--- config.mk ---
export PLATFORM = sky130hd
export DESIGN_NAME = pe_match_row
export DESIGN_NICKNAME = d
export VERILOG_FILES = /design/src/rtl/pe_match_row.sv
export SDC_FILE = /design/constraint.sdc
export NUM_CORES = 1
export LEC_CHECK = 0
export ABC_CLOCK_PERIOD_IN_PS = 8230
export BUFFER_PORTS_ARGS = -buffer_cell sky130_fd_sc_hd__clkbuf_2
export CORE_ASPECT_RATIO = 2
export CORE_MARGIN = 1.5
export CORE_UTILIZATION = 60
export DETAILED_ROUTE_END_ITERATION = 16
export GPL_TIMING_DRIVEN = 1
export PLACE_DENSITY = 0.83
export SLEW_MARGIN = 0
export SYNTH_ARGS = -nofsm -noshare
export SYNTH_HDL_FRONTEND = slang
export SYNTH_SLANG_ARGS = --single-unit
--- constraint.sdc ---
create_clock -name clk -period 8.23 [get_ports clk]
set_input_delay 0.4115 -clock clk [delete_from_list [all_inputs] [get_ports clk]]
set_output_delay 0.4115 -clock clk [all_outputs]
set_load 0.005 [all_outputs]
--- src/rtl/pe_match_row.sv ---
// pe_match_row: one row of PAT_MAX character compare cells.
// A pattern of 1..PAT_MAX characters is loaded first. Each accepted text
// character then shifts into a window, and the whole window is compared
// against the pattern. One registered result is produced per full-window
// position, and a match count is reported at end of stream.
module pe_match_row #(
    parameter int                DWIDTH    = 8,
    parameter int                PAT_MAX   = 16,
    parameter int                POS_W     = 16,
    parameter int                WILD_EN   = 1,
    parameter logic [DWIDTH-1:0] WILD_CHAR = DWIDTH'(8'h3F),
    localparam int               LW        = $clog2(PAT_MAX + 1)
) (
    input  logic              clk,
    input  logic              reset,
    input  logic              cfg_start,
    input  logic [LW-1:0]     pat_len,
    input  logic              clear,
    input  logic              in_valid,
    output logic              in_ready,
    input  logic [DWIDTH-1:0] in_char,
    input  logic              in_last,
    output logic              cfg_err,
    output logic              out_valid,
    output logic              match,
    output logic [POS_W-1:0]  match_pos,
    output logic              done,
    output logic [POS_W-1:0]  match_count
);

    localparam int IW = (PAT_MAX > 1) ? $clog2(PAT_MAX) : 1;

    typedef enum logic [1:0] {
        ST_IDLE = 2'd0,
        ST_LOAD = 2'd1,
        ST_RUN  = 2'd2,
        ST_DONE = 2'd3
    } state_t;

    state_t             state_r;
    logic [LW-1:0]      plen_r;
    logic [LW-1:0]      idx_r;
    logic [POS_W-1:0]   pos_r;
    logic [DWIDTH-1:0]  pat_r      [PAT_MAX];
    logic [DWIDTH-1:0]  win_r      [PAT_MAX];
    logic [DWIDTH-1:0]  win_next_s [PAT_MAX];
    logic               cell_s     [PAT_MAX];
    logic               all_match_s;
    logic               accept_s;
    logic               len_ok_s;
    logic               full_s;
    logic [POS_W-1:0]   pos_next_s;

    logic               cfg_err_r;
    logic               out_valid_r;
    logic               match_r;
    logic [POS_W-1:0]   match_pos_r;
    logic               done_r;
    logic [POS_W-1:0]   match_count_r;

    // Counter increment that sticks at all-ones instead of wrapping.
    function automatic logic [POS_W-1:0] sat_inc(input logic [POS_W-1:0] v);
        if (v == {POS_W{1'b1}}) begin
            return v;
        end else begin
            return v + POS_W'(1);
        end
    endfunction

    assign in_ready    = ((state_r == ST_LOAD) || (state_r == ST_RUN)) && !clear;
    assign accept_s    = in_valid && in_ready;
    assign len_ok_s    = (pat_len != LW'(0)) && (pat_len <= LW'(PAT_MAX));
    assign pos_next_s  = sat_inc(pos_r);
    assign full_s      = (pos_next_s >= POS_W'(plen_r));

    assign cfg_err     = cfg_err_r;
    assign out_valid   = out_valid_r;
    assign match       = match_r;
    assign match_pos   = match_pos_r;
    assign done        = done_r;
    assign match_count = match_count_r;

    // Next window (with the incoming char) and per-cell compare against the reversed pattern.
    always_comb begin
        all_match_s   = 1'b1;
        win_next_s[0] = in_char;
        for (int k = 1; k < PAT_MAX; k++) begin
            win_next_s[k] = win_r[k-1];
        end
        for (int k = 0; k < PAT_MAX; k++) begin
            cell_s[k] = 1'b1;
            if (LW'(k) < plen_r) begin
                if (win_next_s[k] == pat_r[IW'(plen_r - LW'(1) - LW'(k))]) begin
                    cell_s[k] = 1'b1;
                end else if ((WILD_EN == 1) &&
                             (pat_r[IW'(plen_r - LW'(1) - LW'(k))] == WILD_CHAR)) begin
                    cell_s[k] = 1'b1;
                end else begin
                    cell_s[k] = 1'b0;
                end
            end else begin
                cell_s[k] = 1'b1;
            end
            all_match_s = all_match_s & cell_s[k];
        end
    end

    // Control FSM, pattern/window storage, counters and registered outputs.
    always_ff @(posedge clk or negedge reset) begin
        if (!reset) begin
            state_r       <= ST_IDLE;
            plen_r        <= LW'(0);
            idx_r         <= LW'(0);
            pos_r         <= POS_W'(0);
            cfg_err_r     <= 1'b0;
            out_valid_r   <= 1'b0;
            match_r       <= 1'b0;
            match_pos_r   <= POS_W'(0);
            done_r        <= 1'b0;
            match_count_r <= POS_W'(0);
            for (int k = 0; k < PAT_MAX; k++) begin
                pat_r[k] <= DWIDTH'(0);
                win_r[k] <= DWIDTH'(0);
            end
        end else begin
            cfg_err_r   <= 1'b0;
            out_valid_r <= 1'b0;
            done_r      <= 1'b0;
            if (clear) begin
                // Abort: pattern and match_count survive, pending pulses are dropped.
                state_r <= ST_IDLE;
            end else begin
                case (state_r)
                    ST_IDLE: begin
                        if (cfg_start) begin
                            if (len_ok_s) begin
                                plen_r  <= pat_len;
                                idx_r   <= LW'(0);
                                state_r <= ST_LOAD;
                            end else begin
                                cfg_err_r <= 1'b1;
                            end
                        end
                    end
                    ST_LOAD: begin
                        if (accept_s) begin
                            pat_r[IW'(idx_r)] <= in_char;
                            if (idx_r == (plen_r - LW'(1))) begin
                                idx_r         <= LW'(0);
                                pos_r         <= POS_W'(0);
                                match_count_r <= POS_W'(0);
                                state_r       <= ST_RUN;
                            end else begin
                                idx_r <= idx_r + LW'(1);
                            end
                        end
                    end
                    ST_RUN: begin
                        if (accept_s) begin
                            win_r <= win_next_s;
                            pos_r <= pos_next_s;
                            if (full_s) begin
                                out_valid_r <= 1'b1;
                                match_r     <= all_match_s;
                                match_pos_r <= pos_next_s - POS_W'(plen_r);
                                if (all_match_s) begin
                                    match_count_r <= sat_inc(match_count_r);
                                end
                            end
                            if (in_last) begin
                                done_r  <= 1'b1;
                                state_r <= ST_DONE;
                            end
                        end
                    end
                    ST_DONE: begin
                        state_r <= ST_IDLE;
                    end
                    default: begin
                        state_r <= ST_IDLE;
                    end
                endcase
            end
        end
    end

endmodule

==> qor.txt <==
status: finished, final reports clean
Post-synth EDFFs: 0
r2r startpoint: plen_r[1]
Critical Path Fanout Max: 152
Die Area: 38910 µm²
clock skew: 0.02482 ns
Root Buffer: clkbuf_16
Max VDD drop: 0.0006162 V
FFs w/ async S/R, synth: 100.0%
Lkg Pwr: 11.55 nW
WL final: 83.26 mm
setup bufs post-CTS: 0
Ports: 56
Worst-Skew Late Latency: 0.59 ns
first-pass GRT wire length: 121.5 mm
syn_nets: 2343
layout cells sized above 1: 20.90%
post-route setup TNS: 0 ns
CP Launch Type: flop
max-slew violation total from the final report: 0
fin util: 64.75%
Critical Path, Cell by Cell: inv_1 > ha_4 > buf_12 > ha_1 > nand2_1 > o21ai_0 > a22oi_2 > xnor2_2 > mux4_2 > nor4_1 > a22oi_1 > a2bb2oi_1 > a2111oi_4 > and3_1 > a41oi_1 > o21a_1
Final period util: 85.78%
mean post-synth cell area: 9.820 µm²
CTS H-tree lvls: 1
r2r worst-path depth: 16
Layout area overhead: 6.479%
family with the most delay on the worst path: simple AND/OR/NAND/NOR gates
routed via count: 19.21k
Data required, critical path: 8.70 ns
Max-cap violations: 0
grt total ovfl: 0
Setup CP Type: flop to flop
CTS clock-pin slew for the worst setup and hold paths: 0.07 ns
final setup vio count: 0
vias per cell: 7.018
nets@finish: 2298
Synthesis Warnings: 0
Crit path depth: 16
minimum clock period after layout: 7.060 ns
cells after synthesis: 2301
vias in the first global route: 18.81k
r2r setup slk: 1.17 ns
Worst Path Buf+Inv: 2
largest net degree at the start of global routing: 153
Die W: 140.2 µm
WL/cell: 30.42 µm
end point of the critical path: match_count[7]
Final GP Congestion: 1.150
CP peak stage delay: 0.88 ns
RSZ-0062 raised after global routing: no
Distinct cells, synth: 79
row cnt: 100
Rel. slew slack: 3.827%
First DRT Iteration DRCs: 2050
Pwr Density: 472.6 nW/µm²
worst setup path start: plen_r[1]
total CTS buffers: 29
worst reg2reg endpoint: match_count[7]
clk buf depth: 3
Core Footprint: 37160 µm²
initial antenna violation count: 4
Seq/Total Area, Yosys: 34.55%
Setup crit end kind: flop
CTS tree: built
initial core utilization: 60.81%
Worst path slowest cell: and3_1
hold_ws: 0.06092 ns
PnR Total Power: 11.37 mW
Worst Tran Pin Value: 1.402 ns
I/O Buffers: 55
synthesized flop and latch total: 312
clk sinks: 312
Routed Antenna Nets: 0
worst min path class: input pin to flop
DPL Wire Length: 62.96 mm
Mapped Area: 22600 µm²
Fmax: 141.6 MHz
Arr. time, crit path: 7.53 ns
DRT Pass-1 Iters: 6
die height: 277.5 µm
GRT Util Overall: 42.96%
DR DRC count: 0
top_reg_cell synth: dfrtp_1
Hold Violations, Final: 0
## power breakdown
part / switching [mW] / internal, mW / leakage [nW] / total (mW)
combinational: 4.92 / 3.14 / 6.73 / 8.06
clock: 0.638 / 0.831 / 0.497 / 1.47
sequential: 0.197 / 1.64 / 4.32 / 1.84
total: 5.76 / 5.61 / 11.5 / 11.4
## Yosys cell counts (10+ instances only)
cell type	count	area share, %
nand2_1	515	8.6
dfrtp_1	312	35
mux2_2	231	12
mux2i_1	204	9.0
o21ai_0	120	2.7
xnor2_1	101	3.9
clkbuf_1	93	1.5
mux4_2	89	8.9
nor2_1	62	1.0
xor2_1	56	2.2
a21oi_1	53	1.2
and3_1	40	1.1
buf_2	40	0.89
nand3_1	33	0.73
nand4_1	28	0.78
nor4_1	23	0.64
o22ai_1	23	0.64
ha_1	22	1.2
o21a_1	21	0.70
inv_1	19	0.32
nor3_1	19	0.42
a22oi_1	16	0.53
buf_1	13	0.22
a31oi_1	11	0.30
a41oi_1	11	0.43
nand2b_1	10	0.28
## how the worst min path moves through the flow
stage | from | end | slack [ns] | cells past startpoint
floorplan | reset | cfg_err | 0.12 | 0
global placement | match_pos[1] | match_pos[1] | 0.46 | 2
detailed placement | match_pos[8] | match_pos[8] | 0.47 | 2
CTS | in_last | done | 0.06 | 2
global route | in_last | done | 0.06 | 2
finish | clear | state_r[0] | 0.06 | 2
## what timing repair did
item | 4_1_cts | 5_1_grt
setup endpoints to repair | 0 | 0
endpoints found under the hold margin | 101 | 0
hold buffers | 1 | 0
resized for setup | 0 | 0
## kinds of logic (layout without fill, tap and decap cells)
kind of cell,after synthesis,in the layout,synth area share [%]
mux,528,528,29.88
compound gates,317,317,8.837
other cells,0,1,0
fa+ha+maj,23,23,1.307
simple gates,777,777,15.14
flops,312,312,34.55
xor+xnor,165,165,6.816
buf+inv,179,155,3.461
## cell type report
class | instances | area [µm²]
clock buffer | 35 | 768.2
clock inverter | 17 | 247.7
multi-input combinational | 1810 | 14080
sequential | 312 | 7812
inverter | 22 | 83.83
antenna | 1 | 2.502
fill | 2965 | 13100
tap | 459 | 574.3
timing repair buffer | 81 | 495.5
## metal layers
layer	routed length, µm	share of wire (%)	up-vias	track usage, %
met3	7028	8.4	471	9.960
met5	12	0.014	-	0.2567
met1	25950	31	9389	43.58
met4	11010	13	2	45.53
li1	-	-	8180	-
met2	39260	47	1165	69.56
## sequential cells by signal (all words and copies together) (netlist names)
register and cells:
pat_r 128, win_next_s 120, match_count 16, match_pos 16, pos_r 16, idx_r 5
plen_r 5, state_r 2, cfg_err 1, done 1, match 1, out_valid 1
## stage by stage
stage	worst slack (ns)	cells	instance area [µm²]
2_1_floorplan	2.230	2301	22600
3_3_place_gp	1.538	2683	23030
3_5_place_dp	1.373	2683	23030
4_1_cts	1.379	2736	24050
5_1_grt	0.8563	2736	24060
6_report	1.170	2737	24060
## layout by cell type, fill, tap and decap left out, drive strengths merged, types with 23 or more instances in the layout
master / instances
nand2: 515
dfrtp: 312
mux2: 231
mux2i: 204
o21ai: 123
xnor2: 107
mux4: 93
clkbuf: 89
nor2: 63
xor2: 56
a21oi: 53
and3: 40
nand3: 33
nand4: 28
buf: 26
inv: 26
nor4: 23
o22ai: 23
Note: power is estimated with default switching activity, not from simulation.
